[src/rtl/nrzi_rx_decoder.sv]
// USB full-speed receive path: NRZI decode, SYNC detect, bit-unstuffing and
// LSB-first byte assembly, with EOP detection and protocol-fault reporting.
//
// state | meaning
// IDLE  | bus idle, waiting for the first K of a SYNC
// SYNC  | counting decoded 0s until the SYNC-terminating 1
// DATA  | packet body: unstuffing and byte assembly
// EOP   | SE0 seen, waiting for the closing J
// ABORT | after a fault, waiting for SE0 then J, or 8 consecutive J strobes
module nrzi_rx_decoder #(
    parameter int SYNC_MIN_ZEROS = 5
) (
    input  logic       useClk,
    input  logic       rstN,
    input  logic       checkData,
    input  logic       dp,
    input  logic       dn,
    output logic [7:0] rxData,
    output logic       rxValid,
    output logic       rxActive,
    output logic       rxEop,
    output logic       rxError
);

    typedef enum logic [2:0] {IDLE, SYNC, DATA, EOP, ABORT} rxState_t;

    localparam logic [2:0] SYNC_MIN = 3'(SYNC_MIN_ZEROS);

    rxState_t   state;
    logic       prevIsK;
    logic [2:0] zeroCnt;
    logic [2:0] onesCnt;
    logic [3:0] bitCnt;
    logic [7:0] shiftReg;
    logic       sawSe0;

    logic       isJ, isK, isSe0, isSe1, isJk;
    logic       lineBit;
    logic [7:0] shiftNext;
    logic       symError;

    assign isJ       = dp & ~dn;
    assign isK       = ~dp & dn;
    assign isSe0     = ~dp & ~dn;
    assign isSe1     = dp & dn;
    assign isJk      = isJ | isK;
    assign lineBit   = isK ? prevIsK : ~prevIsK;
    assign shiftNext = {lineBit, shiftReg[7:1]};

    always_comb begin
        symError = 1'b0;
        case (state)
            DATA:    symError = isSe1 | (isJk & lineBit & (onesCnt == 3'd6));
            EOP:     symError = isK | isSe1;
            default: symError = 1'b0;
        endcase
    end

    always_ff @(posedge useClk) begin
        if (!rstN) begin
            state    <= IDLE;
            prevIsK  <= 1'b0;
            zeroCnt  <= 3'd0;
            onesCnt  <= 3'd0;
            bitCnt   <= 4'd0;
            shiftReg <= 8'd0;
            sawSe0   <= 1'b0;
            rxData   <= 8'd0;
            rxValid  <= 1'b0;
            rxActive <= 1'b0;
            rxEop    <= 1'b0;
            rxError  <= 1'b0;
        end else begin
            rxValid <= 1'b0;
            rxEop   <= 1'b0;
            rxError <= 1'b0;
            if (checkData) begin
                if (isJk) prevIsK <= isK;
                if (symError) begin
                    rxError  <= 1'b1;
                    rxActive <= 1'b0;
                    state    <= ABORT;
                    sawSe0   <= 1'b0;
                    bitCnt   <= 4'd0;
                    onesCnt  <= 3'd0;
                end else begin
                    case (state)
                        IDLE: begin
                            zeroCnt <= 3'd0;
                            if (isK) begin
                                state   <= SYNC;
                                zeroCnt <= 3'd1;
                            end
                        end
                        SYNC: begin
                            if (!isJk) begin
                                state <= IDLE;
                            end else if (!lineBit) begin
                                if (zeroCnt != 3'd7) zeroCnt <= zeroCnt + 3'd1;
                            end else if (zeroCnt >= SYNC_MIN) begin
                                state    <= DATA;
                                rxActive <= 1'b1;
                                onesCnt  <= 3'd1;
                                bitCnt   <= 4'd0;
                            end else begin
                                state <= IDLE;
                            end
                        end
                        DATA: begin
                            if (isSe0) begin
                                state <= EOP;
                            end else if (!lineBit && onesCnt == 3'd6) begin
                                onesCnt <= 3'd0;
                            end else begin
                                onesCnt  <= lineBit ? onesCnt + 3'd1 : 3'd0;
                                shiftReg <= shiftNext;
                                if (bitCnt == 4'd7) begin
                                    rxData  <= shiftNext;
                                    rxValid <= 1'b1;
                                    bitCnt  <= 4'd0;
                                end else begin
                                    bitCnt <= bitCnt + 4'd1;
                                end
                            end
                        end
                        EOP: begin
                            if (isJ) begin
                                // a pending stuffed bit means the packet was cut short
                                if (bitCnt == 4'd0 && onesCnt != 3'd6) rxEop <= 1'b1;
                                else rxError <= 1'b1;
                                rxActive <= 1'b0;
                                state    <= IDLE;
                            end
                        end
                        ABORT: begin
                            if (isSe0) begin
                                sawSe0 <= 1'b1;
                                bitCnt <= 4'd0;
                            end else if (isJ) begin
                                if (sawSe0 || bitCnt == 4'd7) begin
                                    state  <= IDLE;
                                    sawSe0 <= 1'b0;
                                    bitCnt <= 4'd0;
                                end else begin
                                    bitCnt <= bitCnt + 4'd1;
                                end
                            end else begin
                                sawSe0 <= 1'b0;
                                bitCnt <= 4'd0;
                            end
                        end
                        default: state <= IDLE;
                    endcase
                end
            end
        end
    end

endmodule
[config.mk]
export PLATFORM = sky130hd
export DESIGN_NAME = nrzi_rx_decoder
export DESIGN_NICKNAME = d
export VERILOG_FILES = /design/src/rtl/nrzi_rx_decoder.sv
export SDC_FILE = /design/constraint.sdc
export NUM_CORES = 1
export LEC_CHECK = 0
export ABC_CLOCK_PERIOD_IN_PS = 2800
export CAP_MARGIN = 5
export CORE_AREA = 2 2 72 74
export DETAILED_ROUTE_END_ITERATION = 10
export DIE_AREA = 0 0 74 76
export DONT_BUFFER_PORTS = 1
export SKIP_CTS_REPAIR_TIMING = 1
export SYNTH_ARGS = -nofsm -noshare
export SYNTH_HDL_FRONTEND = slang
export SYNTH_SLANG_ARGS = --single-unit
[constraint.sdc]
create_clock -name useClk -period 2.8 [get_ports useClk]
set_input_delay 0.42 -clock useClk [delete_from_list [all_inputs] [get_ports useClk]]
set_output_delay 0.42 -clock useClk [all_outputs]
set_load 0.05 [all_outputs]
==> reports/summary.md <==
The flow ran to the end, and the final reports show no timing, DRC or antenna violations. For the worst-skew pair, the clock arrives at the later sink with an insertion delay of 0.30 ns. The setup skew after layout is 0.00977 ns, and the max-capacitance violation count is 0. The total number of vias is 1597, and the total buffers and inverters traversed by the critical path is 1. The final hold violation count was 0. Beginning of the worst register-to-register path: bitCnt[1]. For this run, the leading register cell type out of synthesis is sky130_fd_sc_hd__dfxtp_1. For the total design power, the log shows 1.14 mW.

The tools report the slack of the worst reg-to-reg path as 0.63 ns. For this run, the detailed router's first-pass iteration total came to 4. The tools report the total of warnings raised by yosys as 0.

The slew at the pin closest to its max-slew limit is 0.727 ns, and the cell area after synthesis is 1900 um2. I/O pin count: 17. For the worst hold slack across all endpoints, the log shows 0.267 ns.

Walking the worst path, the cells encountered are inv_1 > ha_1 > o311ai_0 > o21ai_0 > o211ai_1 > or4_1 > a21oi_1. Once detail routing completed, the nets flagged for antenna violations numbered 0. For the area occupied by multi-input gates, the log shows 1130 um2.

The most critical setup path has its startpoint at dp. For this run, the slowest stage of the critical path takes 0.61 ns. Horizontal die dimension: 74 um. Dividing the detail-routed via count by the number of cells gives 5.34.

At the end of the flow, the number of nets in the layout was 244. Summed over all layers, the global routing overflow is 0. The tree built by TritonCTS fans out to 34 sinks. At the worst endpoint, the required time is 3.03 ns. The tools report the area of the core as 4910 um2. CTS built an H-tree with a depth of 2. The run gives 0.773 nW as the leakage power of the design.

For the post-synthesis net count, the log shows 237. Once the floorplan was initialized, standard cells occupied 38.7% of the core. The slowest stage of the critical path is the sky130_fd_sc_hd__or4_1 cell.

The top cell type by area accounts for 35.8% of the synthesized area. The flop and latch count out of synthesis came out at 34. The post-placement cell count came out at 291. The first routing iteration left 109 violations. The die is 76 um tall.

The initial antenna violation count was 0; the share of the yosys chip area belonging to registers was 35.8%. From synthesis to final layout, the design area changed by 13.6%. The number of antenna diodes in the final layout is 0. The clock transition at the register clock pins on the worst setup and hold paths after CTS was 0.08 ns; the number of max-slew violations in the final report was 0. The die covers 5620 um2. Port buffering added 0 buffers. After detailed routing, the average wire length per cell comes to 13.9 um. Row generation in the floorplan step produced 26 rows. Layout cell share with drive strength beyond 1: 10.5%.

STA puts the critical path data arrival time at 2.44 ns. OpenSTA, run right after detailed placement, puts the worst setup slack at 0.290 ns. Excluding fillers, the count of instances in the completed layout stands at 299.

Half-perimeter wire length after detailed placement: 3.05 mm. In the post-synthesis netlist, the biggest area contributors are sky130_fd_sc_hd__dfxtp_1 (36%), sky130_fd_sc_hd__mux2i_1 (9.5%), sky130_fd_sc_hd__ha_1 (7.2%). The tools report the count of cell types in the netlist as 53. Synthesis produced a netlist whose cell count is 221. Counting I/O delays and the setup requirement, the final critical path takes 2.20 ns.

Setup violation total in the final timing report: 0. The class of the most critical hold timing path was primary input to flip-flop. Setup repair after global routing left no endpoint under its margin. STA classifies the critical path endpoint as a flip-flop. Of all cell types, the one taking the most synthesized area is sky130_fd_sc_hd__dfxtp_1. TritonCTS built the clock tree. For this run, design rule violations remaining after detail routing come to 0. Clock tree synthesis inserted a total of 5 buffers. Grouping stages by cell kind, the critical path spends the most delay in compound AO/OA/AOI/OAI gates.

In this run the tightest slew margin relative to its limit is 51.1%. Library cell with the highest instance count after synthesis: sky130_fd_sc_hd__dfxtp_1. The first global-routing pass estimated 7.16 mm of wire. Maximum number of buffers from clock root to sink: 2.

The all-layer global routing usage was 16.4%; the maximum number of pins on one net before global-route repair was 23. The setup path with the least slack is of type primary input to flip-flop. The weighted congestion reported at the end of routability-driven placement came out at 0.848.

Across all setup checks in the final design, the least slack found is 0.597 ns. The area of all sequential standard cells was 681 um2; the mean cell area of the mapped netlist was 8.59 um2. The async set-reset flop share out of synthesis is 0%. Based on the critical path, the design can be clocked at up to 454 MHz.

For the final routed database, the setup TNS stands at 0 ns. The number of global-route vias before repair was 1429; the overall routed net length was 4.15 mm. Type of origin of the critical path: a primary input.

Across the VDD grid, the largest voltage drop is 0.000317 V. In this run the clock root is driven by a sky130_fd_sc_hd__clkbuf_8. In this run the power density over the cells is 530 nW/um2. The critical hold path startpoint was rstN. The final critical-path share of the clock period was 78.7%; the count of flip-flops with a built-in enable after synthesis was 0. Of all nets on the critical path, the largest fanout is 11. Sorting the synthesized cells by how often they occur yields sky130_fd_sc_hd__dfxtp_1 (34), sky130_fd_sc_hd__nand2_1 (23), sky130_fd_sc_hd__nor2_1 (21). The fill cell instance count of the final layout is 485.
## placed cells by master (no fill, tap or decap), drive strengths merged, types with 2 or more instances in the layout
cell	Yosys	routed
nor3b	3	3
or3	2	2
inv	14	14
bufinv	0	2
clkbuf	8	5
nor2b	3	3
ha	11	11
mux2i	18	18
nand2	23	23
or3b	2	2
clkinv	1	2
nor3	5	5
o21ai	12	12
nor4	4	4
o211ai	4	4
a2111oi	2	2
a21o	2	2
a21oi	13	13
or4	3	3
buf	1	9
nor2	21	21
nand3	6	6
dfxtp	34	34
a31oi	2	2
nand4	2	2
a211o	2	2
nand3b	2	2
## sequential cells by signal (all words and copies together), names as in the netlist
signal / count
rxError: 1
rxValid: 1
rxEop: 1
zeroCnt: 3
shiftReg: 7
onesCnt: 3
rxActive: 1
bitCnt: 4
state: 3
sawSe0: 1
rxData: 8
prevIsK: 1
## layout make-up
type | count | share of cell area [%]
flip-flops and latches | 34 | 31.6
repair buffers | 9 | 3.13
inverters | 15 | 2.61
multi-input cells | 163 | 52.3
well taps | 70 | 4.06
clock inverters | 3 | 3.19
clock buffers | 5 | 3.19
## per-layer routing
layer	vias to the layer above	GRT usage [%]	share of wire [%]
met5	-	0	0
met4	0	5.45	1.8
met3	8	4.76	4.8
met2	29	22.1	44
met1	755	24.7	50
li1	805	-	-
## worst paths after layout
kind                endpoint  cells after the start
hold reg to reg   zeroCnt[2]                      2
hold / removal      state[2]                      2
setup reg to reg    state[2]                      6
setup / recovery   bitCnt[1]                      7
## cells by family after synthesis
| logic type | synth area share, % |
|---|---|
| AND/OR/NAND/NOR | 23.1 |
| AO/OA/AOI/OAI | 18.2 |
| flip-flops | 35.8 |
| buffers and inverters | 4.81 |
| multiplexers | 9.49 |
| adder cells (fa/ha/maj) | 7.25 |
| XOR/XNOR | 1.32 |
## report_power, final
part           internal (mW)  switching, mW
registers              0.488         0.0115
logic                 0.0307         0.0557
clock network          0.357          0.202
total                  0.876          0.269
## metrics by stage
step | util [%] | cell area, um2
final | 43.9 | 2160
after global routing | 43.9 | 2160
after CTS | 43.9 | 2160
after detailed placement | 41.1 | 2020
after global placement | 41.1 | 2020
after floorplan | - | 1900
No activity file was read; power rests on OpenSTA's default activity.
